==> config.mk <==
export PLATFORM = sky130hd
export DESIGN_NAME = branch_resolve_unit_flat
export DESIGN_NICKNAME = d
export VERILOG_FILES = /design/src/rtl/branch_resolve_unit_if.sv /design/src/rtl/branch_resolve_unit.sv /design/src/flat_wrapper.sv
export SDC_FILE = /design/constraint.sdc
export NUM_CORES = 1
export LEC_CHECK = 0
export ABC_AREA = 0
export ABC_CLOCK_PERIOD_IN_PS = 10350
export CORE_AREA = 2 2 130 132
export DETAILED_ROUTE_END_ITERATION = 10
export DIE_AREA = 0 0 132 134
export MAX_ROUTING_LAYER = met4
export PLACE_DENSITY = 0.88
export SYNTH_ARGS = -nofsm -noshare
export SYNTH_HDL_FRONTEND = slang
export SYNTH_SLANG_ARGS = --single-unit
==> constraint.sdc <==
create_clock -name clk -period 10.35 [get_ports clk]
set_clock_uncertainty 0.15 [all_clocks]
set_input_delay 2.07 -clock clk [delete_from_list [all_inputs] [get_ports clk]]
set_output_delay 2.07 -clock clk [all_outputs]
set_load 0.005 [all_outputs]
==> src/rtl/branch_resolve_unit_if.sv <==
// E->M branch resolution bus: E-stage branch operands in, M-stage outcome,
// predictor update, history repair and performance counters out.
interface branch_resolve_unit_if #(
  parameter int GHR_W = 10,
  parameter int CNT_W = 32
);
  logic              stallM;
  logic              flushM;
  logic              branchE;
  logic [31:0]       instrE;
  logic [31:0]       pcE;
  logic [31:0]       rs_valE;
  logic [31:0]       rt_valE;
  logic              pred_takeE;
  logic              branchM;
  logic              actual_takeM;
  logic              pred_takeM;
  logic              mispredictM;
  logic              flush_req;
  logic [31:0]       redirect_pc;
  logic              upd_valid;
  logic [GHR_W-1:0]  upd_index;
  logic              upd_taken;
  logic [GHR_W-1:0]  ghr_arch;
  logic [GHR_W-1:0]  ghr_recover;
  logic [CNT_W-1:0]  branch_cnt;
  logic [CNT_W-1:0]  mispred_cnt;

  // Pipeline side driving E-stage operands
  modport master (
    output stallM, flushM, branchE, instrE, pcE, rs_valE, rt_valE, pred_takeE,
    input  branchM, actual_takeM, pred_takeM, mispredictM, flush_req, redirect_pc,
           upd_valid, upd_index, upd_taken, ghr_arch, ghr_recover, branch_cnt, mispred_cnt
  );

  // Branch resolve unit
  modport slave (
    input  stallM, flushM, branchE, instrE, pcE, rs_valE, rt_valE, pred_takeE,
    output branchM, actual_takeM, pred_takeM, mispredictM, flush_req, redirect_pc,
           upd_valid, upd_index, upd_taken, ghr_arch, ghr_recover, branch_cnt, mispred_cnt
  );
endinterface

==> src/rtl/branch_resolve_unit.sv <==
// Branch resolve unit: evaluates conditional branches in E, registers the
// outcome into M, and from M drives the front-end flush/redirect, the
// predictor update beat, committed global history and perf counters.
module branch_resolve_unit #(
  parameter int GHR_W = 10,
  parameter int CNT_W = 32
) (
  input logic                 clk,
  input logic                 rst,
  branch_resolve_unit_if.slave bus
);
  logic [5:0]        op;
  logic [4:0]        rtf;
  logic              recogE;
  logic              condE;
  logic              isBrE;
  logic [31:0]       targetE;
  logic [31:0]       fallE;

  logic              brM;
  logic              actM;
  logic              predM;
  logic [31:0]       redirM;
  logic [GHR_W-1:0]  pcIdxM;
  logic [GHR_W-1:0]  ghr;
  logic [CNT_W-1:0]  bCnt;
  logic [CNT_W-1:0]  mCnt;

  logic              mispred;
  logic              fire;
  logic              flushFire;

  // Decode the branch encoding and evaluate its condition on forwarded operands
  always_comb begin
    op     = bus.instrE[31:26];
    rtf    = bus.instrE[20:16];
    recogE = 1'b0;
    condE  = 1'b0;
    case (op)
      6'b000100: begin recogE = 1'b1; condE = (bus.rs_valE == bus.rt_valE); end
      6'b000101: begin recogE = 1'b1; condE = (bus.rs_valE != bus.rt_valE); end
      6'b000110: begin recogE = 1'b1; condE = ($signed(bus.rs_valE) <= 32'sd0); end
      6'b000111: begin recogE = 1'b1; condE = ($signed(bus.rs_valE) > 32'sd0); end
      6'b000001: begin
        case (rtf)
          5'b00000, 5'b10000: begin recogE = 1'b1; condE = bus.rs_valE[31]; end
          5'b00001, 5'b10001: begin recogE = 1'b1; condE = ~bus.rs_valE[31]; end
          default: ;
        endcase
      end
      default: ;
    endcase
  end

  assign isBrE   = bus.branchE & recogE;
  assign targetE = bus.pcE + 32'd4 + {{14{bus.instrE[15]}}, bus.instrE[15:0], 2'b00};
  assign fallE   = bus.pcE + 32'd8;

  // M-stage outcome is one-shot: it fires only in a cycle where M is not held
  assign mispred   = brM & (actM ^ predM);
  assign fire      = brM & ~bus.stallM;
  assign flushFire = mispred & ~bus.stallM;

  // E->M register plus committed history and saturating counters.
  // A stall holds the whole M slot even under flushM: the flush only kills
  // the branch trying to enter, the held branch still fires on release.
  always_ff @(posedge clk) begin
    if (rst) begin
      brM    <= 1'b0;
      actM   <= 1'b0;
      predM  <= 1'b0;
      redirM <= '0;
      pcIdxM <= '0;
      ghr    <= '0;
      bCnt   <= '0;
      mCnt   <= '0;
    end else begin
      if (!bus.stallM) begin
        if (bus.flushM) begin
          brM <= 1'b0;
        end else begin
          brM    <= isBrE;
          actM   <= condE;
          predM  <= bus.pred_takeE;
          redirM <= condE ? targetE : fallE;
          pcIdxM <= bus.pcE[GHR_W+1:2];
        end
      end
      if (fire) ghr <= {ghr[GHR_W-2:0], actM};
      if (fire && !(&bCnt)) bCnt <= bCnt + 1'b1;
      if (flushFire && !(&mCnt)) mCnt <= mCnt + 1'b1;
    end
  end

  assign bus.branchM      = brM;
  assign bus.actual_takeM = actM;
  assign bus.pred_takeM   = predM;
  assign bus.mispredictM  = mispred;
  assign bus.flush_req    = flushFire;
  assign bus.redirect_pc  = redirM;
  assign bus.upd_valid    = fire;
  assign bus.upd_index    = pcIdxM ^ ghr;
  assign bus.upd_taken    = actM;
  assign bus.ghr_arch     = ghr;
  assign bus.ghr_recover  = {ghr[GHR_W-2:0], actM};
  assign bus.branch_cnt   = bCnt;
  assign bus.mispred_cnt  = mCnt;
endmodule

==> src/flat_wrapper.sv <==
// flat-port wrapper written by rule: the top's interface ports become plain ports
module branch_resolve_unit_flat 
#(
  parameter int GHR_W = 10,
  parameter int CNT_W = 32
)
  (clk, rst, bus_stallM, bus_flushM, bus_branchE, bus_instrE, bus_pcE, bus_rs_valE, bus_rt_valE, bus_pred_takeE, bus_branchM, bus_actual_takeM, bus_pred_takeM, bus_mispredictM, bus_flush_req, bus_redirect_pc, bus_upd_valid, bus_upd_index, bus_upd_taken, bus_ghr_arch, bus_ghr_recover, bus_branch_cnt, bus_mispred_cnt);
  branch_resolve_unit_if #(.GHR_W(GHR_W), .CNT_W(CNT_W)) bus_i ();
  input logic clk;
  input logic rst;
  input wire logic [$bits(bus_i.stallM)-1:0] bus_stallM;
  input wire logic [$bits(bus_i.flushM)-1:0] bus_flushM;
  input wire logic [$bits(bus_i.branchE)-1:0] bus_branchE;
  input wire logic [$bits(bus_i.instrE)-1:0] bus_instrE;
  input wire logic [$bits(bus_i.pcE)-1:0] bus_pcE;
  input wire logic [$bits(bus_i.rs_valE)-1:0] bus_rs_valE;
  input wire logic [$bits(bus_i.rt_valE)-1:0] bus_rt_valE;
  input wire logic [$bits(bus_i.pred_takeE)-1:0] bus_pred_takeE;
  output wire logic [$bits(bus_i.branchM)-1:0] bus_branchM;
  output wire logic [$bits(bus_i.actual_takeM)-1:0] bus_actual_takeM;
  output wire logic [$bits(bus_i.pred_takeM)-1:0] bus_pred_takeM;
  output wire logic [$bits(bus_i.mispredictM)-1:0] bus_mispredictM;
  output wire logic [$bits(bus_i.flush_req)-1:0] bus_flush_req;
  output wire logic [$bits(bus_i.redirect_pc)-1:0] bus_redirect_pc;
  output wire logic [$bits(bus_i.upd_valid)-1:0] bus_upd_valid;
  output wire logic [$bits(bus_i.upd_index)-1:0] bus_upd_index;
  output wire logic [$bits(bus_i.upd_taken)-1:0] bus_upd_taken;
  output wire logic [$bits(bus_i.ghr_arch)-1:0] bus_ghr_arch;
  output wire logic [$bits(bus_i.ghr_recover)-1:0] bus_ghr_recover;
  output wire logic [$bits(bus_i.branch_cnt)-1:0] bus_branch_cnt;
  output wire logic [$bits(bus_i.mispred_cnt)-1:0] bus_mispred_cnt;
  assign bus_i.stallM = bus_stallM;
  assign bus_i.flushM = bus_flushM;
  assign bus_i.branchE = bus_branchE;
  assign bus_i.instrE = bus_instrE;
  assign bus_i.pcE = bus_pcE;
  assign bus_i.rs_valE = bus_rs_valE;
  assign bus_i.rt_valE = bus_rt_valE;
  assign bus_i.pred_takeE = bus_pred_takeE;
  assign bus_branchM = bus_i.branchM;
  assign bus_actual_takeM = bus_i.actual_takeM;
  assign bus_pred_takeM = bus_i.pred_takeM;
  assign bus_mispredictM = bus_i.mispredictM;
  assign bus_flush_req = bus_i.flush_req;
  assign bus_redirect_pc = bus_i.redirect_pc;
  assign bus_upd_valid = bus_i.upd_valid;
  assign bus_upd_index = bus_i.upd_index;
  assign bus_upd_taken = bus_i.upd_taken;
  assign bus_ghr_arch = bus_i.ghr_arch;
  assign bus_ghr_recover = bus_i.ghr_recover;
  assign bus_branch_cnt = bus_i.branch_cnt;
  assign bus_mispred_cnt = bus_i.mispred_cnt;
  branch_resolve_unit #(.GHR_W(GHR_W), .CNT_W(CNT_W)) u_core (.clk(clk), .rst(rst), .bus(bus_i));
endmodule
Word level (Yosys, flattened, before mapping)

Index checks and enable logic that the tools add are counted.

Register bits: 119
Output and inout port bits: 133
Bits of input ports: 134
Logic and storage cells: 52

Bitwise gates (word level): 9
Mux-type cells: 6
Order comparisons: 2
Eq/ne operators: 10
Add/subtract/negate cells: 5
Reductions and logical operators: 12

Operators by type and width:

| operator              | count |
|---|---|
| $add 32x1->32 const B | 2 |
| $reduce_and 32->1     | 2 |
| $add 32x3->32 const B | 1 |
| $add 32x32->32        | 1 |
| $add 32x4->32 const B | 1 |
| $eq 32x32->1          | 1 |
| $gt 32x1->1 const B   | 1 |
| $le 32x1->1 const B   | 1 |
| $mux 32               | 1 |
| $ne 32x32->1          | 1 |
| $eq 6x3->1 const B    | 4 |
| $eq 5x5->1 const B    | 2 |
| $xor 10x10->10        | 1 |
| $reduce_or 4->1       | 2 |
| $eq 6x1->1 const B    | 1 |
| $eq 5x1->1 const B    | 1 |
| $logic_not 5->1       | 1 |
| $pmux 1 s5            | 1 |
| $and 1x1->1           | 4 |
| $pmux 1 s2            | 2 |
| $reduce_or 2->1       | 2 |
| $not 1->1             | 3 |
| $logic_and 1x1->1     | 2 |
| $logic_not 1->1       | 2 |
| 3 further kinds       | 4 |

Depth between registers and ports, before layout

Gate-level depths: netlist of run 1.

Depth in word-level cells: 6
Gate-level depth with buffers: 13

Worst setup path after synthesis of run 1

Ideal clock, no wire load.

Path type: input-to-output
From: input bus_stallM
To: output bus_upd_valid
Data required time: 8.130 ns
Path buffers: 2
Data arrival time: 2.757 ns
Setup slack: 5.373 ns
Cell stages on the path: 4
Path through: nand2b_1 > clkbuf_1 > inv_1 > buf_1

Word-level cells in the longest chain between the ends: 2

RTL lines:

| element             | RTL line                  | RTL |
|---|---|---|
| start: declaration  | flat_wrapper.sv:11        | `input wire logic [$bits(bus_i.stallM)-1:0] bus_stallM;` |
| $not 1->1 (no line) | -                         |  |
| $and 1x1->1         | branch_resolve_unit.sv:61 | `assign fire = brM & ~bus.stallM;` |
| end: declaration    | flat_wrapper.sv:25        | `output wire logic [$bits(bus_i.upd_valid)-1:0] bus_upd_valid;` |

Every way passes these cells.

Final worst setup path of run 1

From: input bus_stallM
To: output bus_flush_req

Word-level cells in the longest chain between the ends: 2

RTL lines:

| element             | RTL line                  | RTL |
|---|---|---|
| $not 1->1 (no line) | -                         |  |
| $and 1x1->1         | branch_resolve_unit.sv:62 | `assign flushFire = mispred & ~bus.stallM;` |
| end: declaration    | flat_wrapper.sv:23        | `output wire logic [$bits(bus_i.flush_req)-1:0] bus_flush_req;` |

Every way passes these cells.

==> results.sh, run 1 <==
export IMPL_fin_nets=1441
export IMPL_cp_slowest_cell="inv_1"
export IMPL_netlist_top_cells_area="dfxtp_1 (29%), xor2_1 (11%), ha_1 (9.2%)"
export IMPL_crit_buf_inv=4
export IMPL_numCtsBuffers=17
export IMPL_yosysTopAreaCellShare_pct=29.3
export IMPL_rr_startpoint="u_core.bus.branchM$_SDFFE_PP0N_"
export IMPL_clock_latency_ns=0.42
export IMPL_dpl_hpwl_um=19200
export IMPL_totalWireLength_um=25500
export IMPL_synth_seq_cells=119
export IMPL_period_needed_ns=6.63
export IMPL_via_per_inst=5.75
export IMPL_wire_per_inst_um=17.3
export IMPL_htreeDepth=4
export IMPL_ys_types=64
export IMPL_die_y_um=134
export IMPL_row_count=47
export IMPL_hold_path_startpoint="u_core.bus.redirect_pc[6]$_SDFFE_PP0P_"
export IMPL_worstMarginPinSlew_ns=1.07
export IMPL_cts_repair_resized=0
export IMPL_startpoint="bus_stallM"
export IMPL_gr_total_overflow=0
export IMPL_critPathArrivalTime_ns=4.41
export IMPL_syn_nets=1208
export IMPL_path_max_fanout=16
export IMPL_drc=0
export IMPL_cts_hold_buf=0
export IMPL_drive_gt1_share_pct=4.13
export IMPL_start_util_pct=49.9
export IMPL_crit_path_start_kind="input pin"
export IMPL_synth_area_per_cell_um2=8.02
export IMPL_max_slew_margin_rel_pct=27.8
export IMPL_cts_buffer_depth=2
export IMPL_cts_sinks=119
export IMPL_drtIter0Drc=659
export IMPL_core_area_mm2=0.0163
export IMPL_die_w_um=132
export IMPL_grt_pass1_vias=8014
export IMPL_yosysSeqAreaShare_pct=29.3
export IMPL_drv_slew=0
export IMPL_rsz0062_at_grt="false"
export IMPL_async_reset_ff_share_pct=0
export IMPL_synth_most_common_cell="nand2_1"
export IMPL_outcome="completed"
export IMPL_critPathMaxStageDelay_ns=0.55
export IMPL_timing_fmax_ghz=0.151
export IMPL_setup_viol=0
export IMPL_crit_family="buffers and inverters"
export IMPL_ys_warn_count=0
export IMPL_cap_violations=0
export IMPL_dieArea_mm2=0.0177
export IMPL_path_cells="clkdlybuf4s50_1 > nand2b_1 > inv_1 > nand2_1 > inv_1 > clkdlybuf4s50_1"
export IMPL_numPortBuffers=260
export IMPL_post_route_period_util_pct=64.0
export IMPL_ys_flop_type="dfxtp_1"
export IMPL_whs_ns=0.315
export IMPL_end_kind="output pin"
export IMPL_synth_common_cells="nand2_1 (121), dfxtp_1 (119), nor2_1 (101)"
export IMPL_peakVddDrop_mv=0.118
export IMPL_synth_edf_count=0
export IMPL_io_pins=267
export IMPL_yosys_area_top_type="dfxtp_1"
export IMPL_ctsRootBufferMaster="clkbuf_16"
export IMPL_drtAntennaViolNets=0
export IMPL_setup_tns_ns=0
export IMPL_path_class="in2out"
export IMPL_grt_pass1_wl_um=40300
export IMPL_cellLeakagePower_nw=4.25
export IMPL_path_clk_slew_ns=0.06
export IMPL_num_vias=8506
export IMPL_post_cts_buffers=0
export IMPL_place_gp_congestion=0.957
export IMPL_holdCritPathClass="reg2reg"
export IMPL_syn2layout_area_growth_pct=39.9
export IMPL_synthCells=1013
export IMPL_antenna_found_initial=0
export IMPL_p_per_area_mw_per_mm2=117
export IMPL_worstPathRequired_ns=8.13
export IMPL_antennaDiodeCount=0
export IMPL_netlist_area_mm2=0.00812
export IMPL_grt_max_degree=102
export IMPL_grt_total_usage_pct=28.9
export IMPL_dr_pass1_iters=5
export IMPL_hold_viol=0
export IMPL_cts_tree="done"
## cell usage in the layout, fill, tap and decap left out, types with 11 or more instances in the layout
| cell type | count |
|---|---|
| dfxtp_1 | 119 |
| clkbuf_16 | 17 |
| nor3_1 | 24 |
| nand4_1 | 27 |
| or3_1 | 16 |
| nand3_1 | 48 |
| and3_1 | 17 |
| nand2_1 | 121 |
| a21oi_1 | 58 |
| a211oi_1 | 11 |
| inv_1 | 23 |
| ha_1 | 60 |
| and4_1 | 12 |
| xor2_1 | 98 |
| clkdlybuf4s50_1 | 259 |
| o21ai_0 | 37 |
| mux2i_1 | 18 |
| nor2_1 | 100 |
| xnor2_1 | 49 |
| nor4_1 | 22 |
## worst register-to-register path: stages (launching register included)
cell      delay, ns
dfxtp_1        0.40
nand2b_1       0.38
inv_1          0.56
nand2_1        0.19
a41o_1         0.36
nor4_1         0.63
nand4_1        0.19
xor2_1         0.18
nor2_1         0.07
## metrics by stage
step                      setup WS, ns  std cells  utilization, %  power [mW]  instance area [um2]
final                             3.72       1479            69.7        1.33                11400
after CTS                         3.68       1479            69.7        1.33                11400
after floorplan                   5.37       1013               -       0.644                 8120
after detailed placement          3.70       1447            66.3       0.766                10800
after global routing              3.53       1479            69.7        1.38                11400
after global placement            3.73       1447            66.3       0.759                10800
## final timing paths
path | end | slack, ns | cells past startpoint
max | bus_flush_req | 3.72 | 6
max reg2reg | u_core.bus.mispred_cnt[25]$_SDFFE_PP0P_ | 7.09 | 8
min | u_core.bus.redirect_pc[6]$_SDFFE_PP0P_ | 0.32 | 2
min reg2reg | u_core.bus.redirect_pc[6]$_SDFFE_PP0P_ | 0.32 | 2
## area by class of cell
type	count	area [um2]
inverter	23	86.3
fill	1278	4930
clock buffer	19	443
sequential	119	2380
clock inverter	13	121
timing repair buffer	263	2620
tap	220	275
multi-input combinational	822	5430
## where the power goes
part	switching (mW)	total (mW)	internal, mW
Clock	0.229	0.567	0.338
Combinational	0.150	0.291	0.141
Sequential	0.00582	0.473	0.467
## state kept, by name, indices dropped and copies added, names as in the netlist
register                 cells
u_core.bus.actual_takeM      1
u_core.bus.branchM           1
u_core.bus.branch_cnt       32
u_core.bus.ghr_arch         10
u_core.bus.mispred_cnt      32
u_core.bus.pred_takeM        1
u_core.bus.redirect_pc      32
u_core.pcIdxM               10
## per-layer routing
| layer | track usage [%] | share of wire [%] |
|---|---|---|
| met2 | 48.2 | 48 |
| met5 | - | 0 |
| met3 | 5.44 | 7.8 |
| met1 | 35.1 | 42 |
| met4 | 9.78 | 2.0 |
## cells by family after synthesis
family | count (synthesis) | synth area share, %
xor+xnor | 147 | 15.9
buf+inv | 72 | 4.01
compound gates | 170 | 13.1
flops | 119 | 29.3
fa+ha+maj | 61 | 9.49
mux | 18 | 2.22
simple gates | 426 | 26.0
Power figures use the tool's default switching activity.
==> inputs of run 2 (changes only) <==
--- a/config.mk
+++ b/config.mk
@@ -6,12 +6,12 @@
 export NUM_CORES = 1
 export LEC_CHECK = 0
 export ABC_AREA = 0
-export ABC_CLOCK_PERIOD_IN_PS = 10350
-export CORE_AREA = 2 2 130 132
+export ABC_CLOCK_PERIOD_IN_PS = 5700
+export CORE_AREA = 2 2 141 143
 export DETAILED_ROUTE_END_ITERATION = 10
-export DIE_AREA = 0 0 132 134
+export DIE_AREA = 0 0 143 145
 export MAX_ROUTING_LAYER = met4
-export PLACE_DENSITY = 0.88
+export PLACE_DENSITY = 0.8
 export SYNTH_ARGS = -nofsm -noshare
 export SYNTH_HDL_FRONTEND = slang
 export SYNTH_SLANG_ARGS = --single-unit
==> constraint.sdc (replaced) <==
create_clock -name clk -period 5.7 [get_ports clk]
set_clock_uncertainty 0.15 [all_clocks]
set_input_delay 1.14 -clock clk [delete_from_list [all_inputs] [get_ports clk]]
set_output_delay 1.14 -clock clk [all_outputs]
set_load 0.005 [all_outputs]
==> results.sh, run 2 (same netlist as run 1, synthesis figures left out) <==
export IMPL_outcome="completed"
export IMPL_fin_ws_ns=1.13
export IMPL_crit_buf_inv=4
export IMPL_dr_pass1_iters=6
export IMPL_cts_sinks=119
export IMPL_clock_latency_ns=0.42
export IMPL_period_needed_ns=4.57
export IMPL_pwr_share_seq_pct=33.5
export IMPL_totalWireLength_um=25100
export IMPL_timing_fmax_ghz=0.219
export IMPL_cts_tree="done"
export IMPL_die_y_um=145
export IMPL_crit_path_start_kind="input pin"
export IMPL_cts_repair_resized=0
export IMPL_sw_frac_of_total_pct=27.9
export IMPL_final_common_cell="clkdlybuf4s50_1"
export IMPL_max_slew_margin_rel_pct=34.9
export IMPL_mostFrequentLayoutCells="clkdlybuf4s50_1 (259), nand2_1 (121), dfxtp_1 (119), nor2_1 (100), xor2_1 (98)"
export IMPL_drive_gt1_share_pct=4.51
export IMPL_cts_buffer_depth=2
export IMPL_htreeDepth=4
export IMPL_rr_worst_depth=8
export IMPL_worstMarginPinSlew_ns=0.967
export IMPL_critPathMaxStageDelay_ns=0.63
export IMPL_numPortBuffers=260
export IMPL_row_count=51
export IMPL_wire_per_inst_um=16.4
export IMPL_cp_depth=6
export IMPL_dpl_hpwl_um=19200
export IMPL_holdCritPathClass="reg2reg"
export IMPL_antenna_found_initial=0
export IMPL_p_switching_mw=0.715
export IMPL_place_gp_congestion=0.945
export IMPL_internal_power_mw=1.85
export IMPL_instances_no_fill=1528
export IMPL_post_route_period_util_pct=80.1
export IMPL_stdcell_area_mm2=0.0115
export IMPL_numCtsBuffers=17
export IMPL_place_ws_ns=0.753
export IMPL_peakVddDrop_mv=0.192
export IMPL_p_per_area_mw_per_mm2=223
export IMPL_whs_ns=0.304
export IMPL_dieArea_mm2=0.0207
export IMPL_path_class="in2out"
export IMPL_ctsRootBufferMaster="clkbuf_16"
export IMPL_via_per_inst=5.39
export IMPL_rsz0062_at_grt="false"
export IMPL_drv_slew=0
export IMPL_p_comb_share_pct=20.3
export IMPL_end_kind="output pin"
export IMPL_gr_total_overflow=0
export IMPL_dp_cells=1496
export IMPL_cap_violations=0
export IMPL_start_util_pct=42.3
export IMPL_io_pins=267
export IMPL_syn2layout_area_growth_pct=41.9
export IMPL_grt_max_degree=94
export IMPL_path_clk_slew_ns=0.06
export IMPL_drtAntennaViolNets=0
export IMPL_crit_family="buffers and inverters"
export IMPL_fin_nets=1445
export IMPL_cts_hold_buf=0
export IMPL_setup_tns_ns=0
export IMPL_setup_viol=0
export IMPL_post_cts_buffers=0
export IMPL_die_w_um=143
export IMPL_hold_viol=0
export IMPL_num_vias=8229
export IMPL_cp_slowest_cell="clkdlybuf4s50_1"
export IMPL_pwr_share_clk_pct=46.2
export IMPL_grt_total_usage_pct=24.2
export IMPL_antennaDiodeCount=0
export IMPL_final_util_pct=60.0
export IMPL_critPathArrivalTime_ns=3.28
export IMPL_total_power_mw=2.56
export IMPL_path_max_fanout=16
export IMPL_path_cells="clkdlybuf4s50_1 > nand2b_1 > inv_1 > nand2_1 > inv_1 > clkdlybuf4s50_1"
export IMPL_core_area_mm2=0.0192
export IMPL_hold_depth=2
export IMPL_grt_pass1_wl_um=39300
export IMPL_cellLeakagePower_nw=4.32
export IMPL_grt_pass1_vias=7749
export IMPL_drc=0
export IMPL_drtIter0Drc=453
export IMPL_dpl_instance_area_mm2=0.0109
export IMPL_worstPathRequired_ns=4.41
-- run 2: layer usage --
metal  vias to the layer above  global-route usage (%)  share of wire, %
met4                         0                    7.18               2.1
met2                       297                    39.7                47
met1                      3818                    30.7                45
li1                       4076                       -                 -
met5                         -                       -                 0
met3                        38                    3.56               5.9
-- run 2: power by group through the flow --
stage / registers, mW / logic [mW] / clock network, mW
2_1_floorplan: 0.876 / 0.294 / 0
3_3_place_gp: 0.876 / 0.506 / 0
3_5_place_dp: 0.876 / 0.513 / 0
4_1_cts: 0.858 / 0.519 / 1.20
5_1_grt: 0.859 / 0.573 / 1.23
6_report: 0.858 / 0.521 / 1.18
-- run 2: area by class of cell --
type / count / area [um2]
Timing Repair Buffer: 267 / 2650
Tap cell: 265 / 332
Fill cell: 1722 / 7690
Sequential cell: 119 / 2380
Multi-Input combinational cell: 822 / 5430
Clock inverter: 15 / 216
Inverter: 23 / 86.3
Clock buffer: 17 / 425
-- run 2: worst min-delay path, stage by stage (launching register included) --
cell and delay [ns]:
dfxtp_1 0.31, nand2_1 0.05, a21oi_1 0.05
-- run 2: path summary, 6_finish.rpt --
kind	to	start	slack [ns]
setup / recovery	bus_flush_req	bus_stallM	1.13
hold / removal	u_core.bus.redirect_pc[0]$_SDFFE_PP0P_	u_core.bus.redirect_pc[0]$_SDFFE_PP0P_	0.30
setup reg to reg	u_core.bus.mispred_cnt[25]$_SDFFE_PP0P_	u_core.bus.branchM$_SDFFE_PP0N_	2.83
hold reg to reg	u_core.bus.redirect_pc[0]$_SDFFE_PP0P_	u_core.bus.redirect_pc[0]$_SDFFE_PP0P_	0.30
